File: src/rtl/fifo_write_arbiter_if.sv
// Requester-side handshake bundle and FIFO write port shared by the arbiter and its environment.
// master = arbiter side; slave = requesters plus FIFO.
interface fifo_write_arbiter_if #(
    parameter int NUM_REQ    = 4,
    parameter int DATA_WIDTH = 8
);
    logic [NUM_REQ-1:0]            req_valid;
    logic [NUM_REQ*DATA_WIDTH-1:0] req_data;
    logic [NUM_REQ-1:0]            req_last;
    logic [NUM_REQ-1:0]            req_ready;
    logic                          fifo_full;
    logic                          fifo_w_en;
    logic [DATA_WIDTH-1:0]         fifo_data_in;

    modport master (
        input  req_valid, req_data, req_last, fifo_full,
        output req_ready, fifo_w_en, fifo_data_in
    );

    modport slave (
        output req_valid, req_data, req_last, fifo_full,
        input  req_ready, fifo_w_en, fifo_data_in
    );
endinterface

File: src/rtl/fifo_write_arbiter.sv
// Round-robin write-port scheduler with burst lock and MAX_BURST cap; zero-latency combinational datapath.
// A raised fifo_full blocks every write and freezes arbitration state, counting the stall.
module fifo_write_arbiter #(
    parameter int NUM_REQ    = 4,
    parameter int DATA_WIDTH = 8,
    parameter int MAX_BURST  = 8,
    parameter int CNT_WIDTH  = 16
) (
    input  logic                       wclk,
    input  logic                       wrst,
    fifo_write_arbiter_if.master       bus,
    output logic [$clog2(NUM_REQ)-1:0] grant_id,
    output logic                       busy,
    output logic [CNT_WIDTH-1:0]       write_count,
    output logic [CNT_WIDTH-1:0]       stall_count
);
    localparam int PW = $clog2(NUM_REQ);
    localparam int BW = $clog2(MAX_BURST + 1);

    typedef enum logic {IDLE = 1'b0, BURST = 1'b1} state_t;

    state_t         state, state_nxt;
    logic [PW-1:0]  rr_ptr, rr_ptr_nxt;
    logic [PW-1:0]  owner, owner_nxt;
    logic [BW-1:0]  beat_cnt, beat_cnt_nxt;
    logic [BW-1:0]  beat_inc;

    logic           cand_vld;
    logic [PW-1:0]  cand;
    logic [PW-1:0]  sel;
    logic           sel_vld;
    logic           write;
    logic           stall;
    int             idx;

    // Rotating priority search starting at rr_ptr.
    always_comb begin
        cand_vld = 1'b0;
        cand     = '0;
        idx      = 0;
        for (int k = 0; k < NUM_REQ; k++) begin
            idx = (int'(rr_ptr) + k) % NUM_REQ;
            if (!cand_vld && bus.req_valid[PW'(idx)]) begin
                cand_vld = 1'b1;
                cand     = PW'(idx);
            end
        end
    end

    assign sel     = (state == BURST) ? owner : cand;
    assign sel_vld = (state == BURST) ? bus.req_valid[owner] : cand_vld;
    assign write   = sel_vld && !bus.fifo_full && !wrst;
    assign stall   = sel_vld && bus.fifo_full && !wrst;

    // In IDLE a write is always the first beat, so one compare covers both the
    // MAX_BURST==1 case and the cap inside a burst.
    assign beat_inc = (state == IDLE) ? BW'(1) : beat_cnt + 1'b1;

    always_ff @(posedge wclk) begin
        if (wrst) begin
            state       <= IDLE;
            rr_ptr      <= '0;
            owner       <= '0;
            beat_cnt    <= '0;
            write_count <= '0;
            stall_count <= '0;
        end else begin
            state    <= state_nxt;
            rr_ptr   <= rr_ptr_nxt;
            owner    <= owner_nxt;
            beat_cnt <= beat_cnt_nxt;
            if (write)
                write_count <= write_count + 1'b1;
            if (stall)
                stall_count <= stall_count + 1'b1;
        end
    end

    always_comb begin
        state_nxt    = state;
        rr_ptr_nxt   = rr_ptr;
        owner_nxt    = owner;
        beat_cnt_nxt = beat_cnt;
        if (write) begin
            if (bus.req_last[sel] || (beat_inc == BW'(MAX_BURST))) begin
                state_nxt    = IDLE;
                rr_ptr_nxt   = (sel == PW'(NUM_REQ - 1)) ? '0 : sel + 1'b1;
                beat_cnt_nxt = '0;
            end else begin
                state_nxt    = BURST;
                owner_nxt    = sel;
                beat_cnt_nxt = beat_inc;
            end
        end
    end

    always_comb begin
        bus.req_ready    = '0;
        bus.fifo_w_en    = write;
        bus.fifo_data_in = '0;
        grant_id         = '0;
        busy             = (state == BURST);
        if (write) begin
            bus.req_ready[sel] = 1'b1;
            bus.fifo_data_in   = bus.req_data[int'(sel)*DATA_WIDTH +: DATA_WIDTH];
            grant_id           = sel;
        end
    end
endmodule

File: src/flat_wrapper.sv
// flat-port wrapper written by rule: the top's interface ports become plain ports
module fifo_write_arbiter_flat 
#(
    parameter int NUM_REQ    = 4,
    parameter int DATA_WIDTH = 8,
    parameter int MAX_BURST  = 8,
    parameter int CNT_WIDTH  = 16
)
  (wclk, wrst, grant_id, busy, write_count, stall_count, bus_req_valid, bus_req_data, bus_req_last, bus_fifo_full, bus_req_ready, bus_fifo_w_en, bus_fifo_data_in);
  fifo_write_arbiter_if #(.NUM_REQ(NUM_REQ), .DATA_WIDTH(DATA_WIDTH)) bus_i ();
  input  logic wclk;
  input  logic wrst;
  output logic [$clog2(NUM_REQ)-1:0] grant_id;
  output logic busy;
  output logic [CNT_WIDTH-1:0] write_count;
  output logic [CNT_WIDTH-1:0] stall_count;
  input wire logic [$bits(bus_i.req_valid)-1:0] bus_req_valid;
  input wire logic [$bits(bus_i.req_data)-1:0] bus_req_data;
  input wire logic [$bits(bus_i.req_last)-1:0] bus_req_last;
  input wire logic [$bits(bus_i.fifo_full)-1:0] bus_fifo_full;
  output wire logic [$bits(bus_i.req_ready)-1:0] bus_req_ready;
  output wire logic [$bits(bus_i.fifo_w_en)-1:0] bus_fifo_w_en;
  output wire logic [$bits(bus_i.fifo_data_in)-1:0] bus_fifo_data_in;
  assign bus_i.req_valid = bus_req_valid;
  assign bus_i.req_data = bus_req_data;
  assign bus_i.req_last = bus_req_last;
  assign bus_i.fifo_full = bus_fifo_full;
  assign bus_req_ready = bus_i.req_ready;
  assign bus_fifo_w_en = bus_i.fifo_w_en;
  assign bus_fifo_data_in = bus_i.fifo_data_in;
  fifo_write_arbiter #(.NUM_REQ(NUM_REQ), .DATA_WIDTH(DATA_WIDTH), .MAX_BURST(MAX_BURST), .CNT_WIDTH(CNT_WIDTH)) u_core (.wclk(wclk), .wrst(wrst), .bus(bus_i), .grant_id(grant_id), .busy(busy), .write_count(write_count), .stall_count(stall_count));
endmodule
File: config.mk
export PLATFORM = sky130hd
export DESIGN_NAME = fifo_write_arbiter_flat
export DESIGN_NICKNAME = d
export VERILOG_FILES = /design/src/rtl/fifo_write_arbiter_if.sv /design/src/rtl/fifo_write_arbiter.sv /design/src/flat_wrapper.sv
export SDC_FILE = /design/constraint.sdc
export NUM_CORES = 1
export LEC_CHECK = 0
export CAP_MARGIN = 10
export CORE_MARGIN = 4
export CORE_UTILIZATION = 28
export CTS_CLUSTER_DIAMETER = 150
export DETAILED_ROUTE_END_ITERATION = 7
export DONT_BUFFER_PORTS = 1
export PLACE_DENSITY = 0.5
export SYNTH_ARGS = -nofsm -noshare
export SYNTH_HDL_FRONTEND = slang
export SYNTH_SLANG_ARGS = --single-unit
File: constraint.sdc
create_clock -name wclk -period 7.7 [get_ports wclk]
set_clock_uncertainty 0.1 [all_clocks]
set_input_delay 2.31 -clock wclk [delete_from_list [all_inputs] [get_ports wclk]]
set_output_delay 2.31 -clock wclk [all_outputs]
set_load 0.005 [all_outputs]
==> results of run 1 <==
layout by cell type (no fill, tap or decap), types with 2 or more instances in the layout:
cell type / count
nand2_1: 50
dfxtp_1: 41
nor2_1: 34
and3_1: 14
xnor2_1: 14
inv_1: 13
nand3_1: 13
a21oi_1: 11
o21ai_0: 10
xor2_1: 9
or3_1: 8
a311oi_1: 8
nand4_1: 8
nand2b_1: 7
ha_1: 7
nor3_1: 5
clkbuf_8: 5
and2_1: 4
mux2i_1: 4
nor2b_1: 3
buf_4: 3
nand4bb_1: 2
a221oi_1: 2
a32oi_1: 2
stage by stage:
stage | cells | hold WS, ns | total power [mW] | instance area (sq um)
2_1_floorplan | 304 | 0.349 | 0.450 | 2380
3_3_place_gp | 401 | 0.358 | 0.507 | 2490
3_5_place_dp | 401 | 0.363 | 0.512 | 2490
4_1_cts | 408 | 0.374 | 0.655 | 2570
5_1_grt | 408 | 0.391 | 0.696 | 2570
6_report | 408 | 0.373 | 0.643 | 2570
final cells by class:
class,instances,area [sq um]
repair buffers,3,22.5
clock inverters,1,8.76
clock buffers,6,72.6
flip-flops and latches,41,821
well taps,105,131
multi-input cells,237,1460
inverters,15,56.3
fillers,899,5640
cells by family (layout without fill, tap and decap cells):
| kind of cell | Yosys count | count (layout) | synth area share (%) |
|---|---|---|---|
| compound gates | 48 | 48 | 14.7 |
| xor+xnor | 23 | 23 | 8.48 |
| fa+ha+maj | 7 | 7 | 3.69 |
| buf+inv | 26 | 25 | 4.16 |
| flops | 41 | 41 | 34.5 |
| mux | 6 | 6 | 3.26 |
| simple gates | 153 | 153 | 31.2 |
state kept, by name, summed over array words and instances, names as in the netlist:
signal	flops
u_core.stall_count	16
u_core.write_count	16
u_core.owner	2
u_core.rr_ptr	2
u_core.busy	1
u_core.beat_cnt	4
worst max-delay path by stage:
stage                           startpoint               end  slack [ns]  cells after the start
final                     bus_req_valid[3]  bus_req_ready[2]        1.11                      8
after floorplan           bus_req_valid[0]  bus_req_ready[0]        1.49                      7
after detailed placement  bus_req_valid[3]  bus_req_ready[2]        1.13                      8
after CTS                 bus_req_valid[3]  bus_req_ready[2]        1.10                      8
after global routing      bus_req_valid[3]  bus_req_ready[2]        0.89                      8
after global placement    bus_req_valid[0]  bus_req_ready[0]        1.19                      7
routing by layer:
metal / vias to the layer above / part of all wire (%) / GRT usage (%)
li1: 1054 / - / -
met3: 9 / 8.7 / 3.54
met4: 0 / 1.1 / 3.42
met2: 95 / 47 / 19.8
met5: - / 0 / 0
met1: 1003 / 43 / 15.1
where the power goes:
group | internal, mW | switching [mW] | total [mW] | leakage [nW]
combinational | 0.0991 | 0.155 | 0.255 | 0.554
clock | 0.0628 | 0.0739 | 0.137 | 0.0412
sequential | 0.227 | 0.0245 | 0.251 | 0.331
total | 0.389 | 0.254 | 0.643 | 0.926
worst max-delay path: stages:
cell and delay, ns:
inv_1 0.03, a221oi_1 0.30, o21ai_0 0.22, nand2_1 0.10, buf_4 0.23, clkinv_1 0.46
ha_1 0.37, and2_1 0.15
==> summary.md, run 1 <==
| Metric | Value |
|---|---|
| I/O Pins | 91 |
| Fmax | 152 MHz |
| Antenna fix cells | 0 |
| Syn Inst Count | 304 |
| Share of cells above drive strength 1 | 5.28% |
| Row count | 33 |
| CP required | 5.29 ns |
| Mean Syn Cell Area | 7.82 sq um |
| Hold Crit Class | reg2reg |
| Post-CTS setup buffers | 0 |
| DRT Wirelength | 6100 um |
| Hold bufs inserted after CTS | 0 |
| Vias | 2161 |
| Final Slew Violations | 0 |
| Htree depth | 2 |
| Slew Limit Headroom | 51.2% |
| Setup-failing EPs final | 0 |
| Die Area | 10000 sq um |
| Port bufs | 0 |
| Worst-path clk slew | 0.07 ns |
| Pwr/cell area | 250 nW/um^2 |
| Initial core utilization | 28.9% |
| Via/cell ratio | 5.30 |
| Area contributors post-synth | dfxtp_1 (35%), nand2_1 (7.9%), nor2_1 (5.4%), xnor2_1 (5.2%), and3_1 (3.7%) |
| Top cells by count, synth | nand2_1 (50), dfxtp_1 (41), nor2_1 (34) |
| Post-layout nets | 353 |
| Crit. End Element | output port |
| Syn_nets | 354 |
| Final Hold Viols | 0 |
| Maximum fanout along the worst path | 20 |
| Final WS setup | 1.11 ns |
| Cts repair resizes | 0 |
| Post-synth EDFFs | 0 |
| Hpwl dp | 4470 um |
| Predominant post-synthesis flop cell | dfxtp_1 |
| Async set or reset register ratio after synthesis | 0% |
| Reg2Reg Capture Point | u_core.write_count[11] |
| Iter 0 DRT Violations | 70 |
| Synth cell types | 48 |
| Initial antenna violation count | 0 |
| Ys Warns | 0 |
| Startpoint Class | primary input |
| Synth area leader | dfxtp_1 |
| Seq/Total Area, Yosys | 34.5% |
| Final TNS setup | 0 ns |
| CTS tree | yes |
| R2R depth | 7 |
| Worst skew pair latency | 0.29 ns |
| Synth Cell Area | 2380 sq um |
| Root Driver | clkbuf_8 |
| Unrepaired setup endpoints after global routing | no |
| All-Layer GR Usage | 12.0% |
| Outcome | complete, no violations |
| Cells on Worst Hold Path | 2 |
| Worst r2r src | u_core.busy |
| Hold Crit Endpoint | u_core.beat_cnt[1] |
| Critical Path AT | 4.18 ns |
| ANT nets after route | 0 |
| Crit path kind | in2out |
| Vias in the first global route | 2050 |
| P&R area growth vs syn | 8.37% |
| Global route overflow | 0 |
| TritonCTS Buffers | 5 |
| Maximum vdd drop | 0.110 mV |
| Synth top area share | 34.5% |
| R2R setup slack | 4.79 ns |
| Final period util | 85.6% |
| Core area | 8220 sq um |
| Final Wtd Congestion | 0.755 |
| Max-capacitance violation count | 0 |
| Place WS | 1.13 ns |
| DIE WIDTH | 100 um |
| Largest net degree at the start of global routing | 44 |
| CTS Sinks | 41 |
| Final min period | 6.59 ns |
| DRC viols | 0 |
| Most common cell in the netlist | nand2_1 |
| Slew @ Worst Pin | 0.731 ns |
| First-pass GRT wire length | 9960 um |
| Routed length per placed instance | 15.0 um |
| Lkg Pwr | 0.926 nW |
| Synth Register Bits | 41 |
| CTS max path bufs | 2 |
| Final core occ | 31.3% |
| Min-delay src | u_core.beat_cnt[1] |
| DIE HEIGHT | 100 um |
| Pre-Repair DR Iteration Count | 4 |
No activity file was read; power rests on OpenSTA's default activity.
==> run 2, diff against run 1 <==
Settings changed: CORE_ASPECT_RATIO set to 1.5.
==> run 2 against run 1 <==
Net effect:
- total power rose by 16%
- design area grew 3.1%
- flip-flop and latch count did not move
- largest cell class unchanged
- largest power group unchanged
==> summary.md, run 2 (synthesis results as in run 1) <==
| Metric | Value |
|---|---|
| Post-CTS setup buffers | 0 (unchanged) |
| DIE HEIGHT | 121 um (was 100 um) |
| Maximum fanout along the worst path | 20 (unchanged) |
| Via/cell ratio | 5.15 (was 5.30) |
| Max incr delay on CP | 0.41 ns (was 0.46 ns) |
| Final min period | 6.32 ns (was 6.59 ns) |
| Pwr/cell area | 280 nW/um^2 (was 250 nW/um^2) |
| Final TNS setup | 0 ns (unchanged) |
| Pre-Repair DR Iteration Count | 4 (unchanged) |
| Commonest non-fill, non-tap cells in the layout | nand2_1 (50), dfxtp_1 (41), nor2_1 (34) (unchanged) |
| Buf/Inv on CP | 1 (was 3) |
| Fmax | 158 MHz (was 152 MHz) |
| Htree depth | 2 (unchanged) |
| Startpoint Class | primary input (unchanged) |
| Unrepaired setup endpoints after global routing | no (unchanged) |
| Hold Crit Class | reg2reg (unchanged) |
| Routed length per placed instance | 15.1 um (was 15.0 um) |
| Busiest layer in global routing | met2 (unchanged) |
| M3 GR Usage | 4.70% (was 3.54%) |
| DIE WIDTH | 83.2 um (was 100 um) |
| Global route overflow | 0 (unchanged) |
| Core area | 8160 sq um (was 8220 sq um) |
| Largest net degree at the start of global routing | 44 (unchanged) |
| All-Layer GR Usage | 12.6% (was 12.0%) |
| Port bufs | 0 (unchanged) |
| Biggest registers after layout | u_core.stall_count x16, u_core.write_count x16, u_core.beat_cnt x4 (unchanged) |
| Final Slew Violations | 0 (unchanged) |
| Iter 0 DRT Violations | 63 (was 70) |
| Fill count | 855 (was 899) |
| First-pass GRT wire length | 10400 um (was 9960 um) |
| Vias in the first global route | 2054 (was 2050) |
| Grt met2 use | 23.0% (was 19.8%) |
| Max-capacitance violation count | 0 (unchanged) |
| CTS max path bufs | 2 (unchanged) |
| Row count | 40 (was 33) |
| DRT Wirelength | 6140 um (was 6100 um) |
| Maximum vdd drop | 0.207 mV (was 0.110 mV) |
| Root Driver | clkbuf_16 (was clkbuf_8) |
| Vias | 2103 (was 2161) |
| Lkg Pwr | 0.965 nW (was 0.926 nW) |
| Post-layout nets | 353 (unchanged) |
| Worst-path clk slew | 0.06 ns (was 0.07 ns) |
| P&R area growth vs syn | 11.7% (was 8.37%) |
| Hold bufs inserted after CTS | 0 (unchanged) |
| Final Hold Viols | 0 (unchanged) |
| Cell Chain, Critical Path | a221oi_1, o21ai_0, nand2_1, clkinv_1, ha_1, and2_1 (was inv_1, a221oi_1, o21ai_0, nand2_1, buf_4, clkinv_1, ha_1, and2_1) |
| Worst skew pair latency | 0.28 ns (was 0.29 ns) |
| Final period util | 82.1% (was 85.6%) |
| CP required | 5.29 ns (about the same) |
| Initial antenna violation count | 0 (unchanged) |
| Initial core utilization | 29.1% (was 28.9%) |
| Slew Limit Headroom | 66.8% (was 51.2%) |
| Cell class contributing the biggest share of worst-path delay | compound AO/OA/AOI/OAI gates (was buffers and inverters) |
| DRC viols | 0 (unchanged) |
| Crit path kind | in2out (unchanged) |
| Slowest cell on crit path | clkinv_1 (unchanged) |
| Crit. End Element | output port (unchanged) |
| I/O Pins | 91 (unchanged) |
| TritonCTS Buffers | 5 (unchanged) |
| M1 GR Usage | 13.5% (was 15.1%) |
| Antenna fix cells | 0 (unchanged) |
| Cts repair resizes | 0 (unchanged) |
| Slew @ Worst Pin | 0.495 ns (was 0.731 ns) |
| Final core occ | 32.5% (was 31.3%) |
| Final Wtd Congestion | 0.740 (was 0.755) |
| Setup-failing EPs final | 0 (unchanged) |
| Outcome | complete, no violations (unchanged) |
| Critical Path AT | 3.91 ns (was 4.18 ns) |
| ANT nets after route | 0 (unchanged) |
| Hpwl dp | 4540 um (was 4470 um) |
| CTS tree | yes (unchanged) |
| Share of cells above drive strength 1 | 5.61% (was 5.28%) |
| Die Area | 10100 sq um (was 10000 sq um) |
| Most common cell after layout, fill and taps aside | nand2_1 (unchanged) |
| CTS Sinks | 41 (unchanged) |
run 2: cell types whose count changed in the layout (fill, tap and decap cells not counted):
cell,before,now
clkbuf_8,5,0
clkbuf_16,0,5
clkinv_2,0,1
clkbuf_1,1,0
bufinv_16,0,1
clkinv_4,1,0
run 2: per-stage QoR:
step / instances / cell area (sq um) / setup slack (ns) / total power, mW / hold slack [ns]
6_report: 408 / 2650 / 1.38 / 0.743 / 0.373
5_1_grt: 408 / 2650 / 1.17 / 0.796 / 0.420
4_1_cts: 408 / 2650 / 1.37 / 0.755 / 0.377
3_5_place_dp: 401 / 2490 / 1.38 / 0.515 / 0.367
3_3_place_gp: 401 / 2490 / 1.40 / 0.512 / 0.357
2_1_floorplan: 304 / 2380 / 1.49 / 0.450 / 0.349
run 2: routing by layer:
metal  vias to the layer above  part of all wire [%]
met5                         -                     0
li1                       1061                     -
met1                       950                    41
met4                         0                   1.3
met2                        86                    49
met3                         6                   9.0
run 2: report_power, final:
group / internal [mW] / total, mW / switching (mW)
Sequential: 0.227 / 0.253 / 0.0258
Clock: 0.151 / 0.234 / 0.0835
Combinational: 0.0993 / 0.257 / 0.157
Total: 0.477 / 0.743 / 0.266
run 2: path summary, 6_finish.rpt:
check / cells past startpoint / end / startpoint / slack [ns]
max: 6 / bus_req_ready[2] / bus_req_valid[2] / 1.38
min: 2 / u_core.beat_cnt[1] / u_core.beat_cnt[1] / 0.37
max reg2reg: 7 / u_core.write_count[11] / u_core.busy / 5.02
min reg2reg: 2 / u_core.beat_cnt[1] / u_core.beat_cnt[1] / 0.37
run 2: worst min-delay path, stage by stage (launching register included):
cell,delay (ns)
dfxtp_1,0.32
nand2_1,0.06
a21oi_1,0.05
run 2: cell type report:
cell class,instances,area [sq um],area share (%)
inverter,15,56.3,2.12
sequential,41,821,30.9
tap,105,131,4.95
timing repair buffer,3,22.5,0.849
clock buffer,5,125,4.71
multi-input combinational,237,1460,55.1
clock inverter,2,35.0,1.32
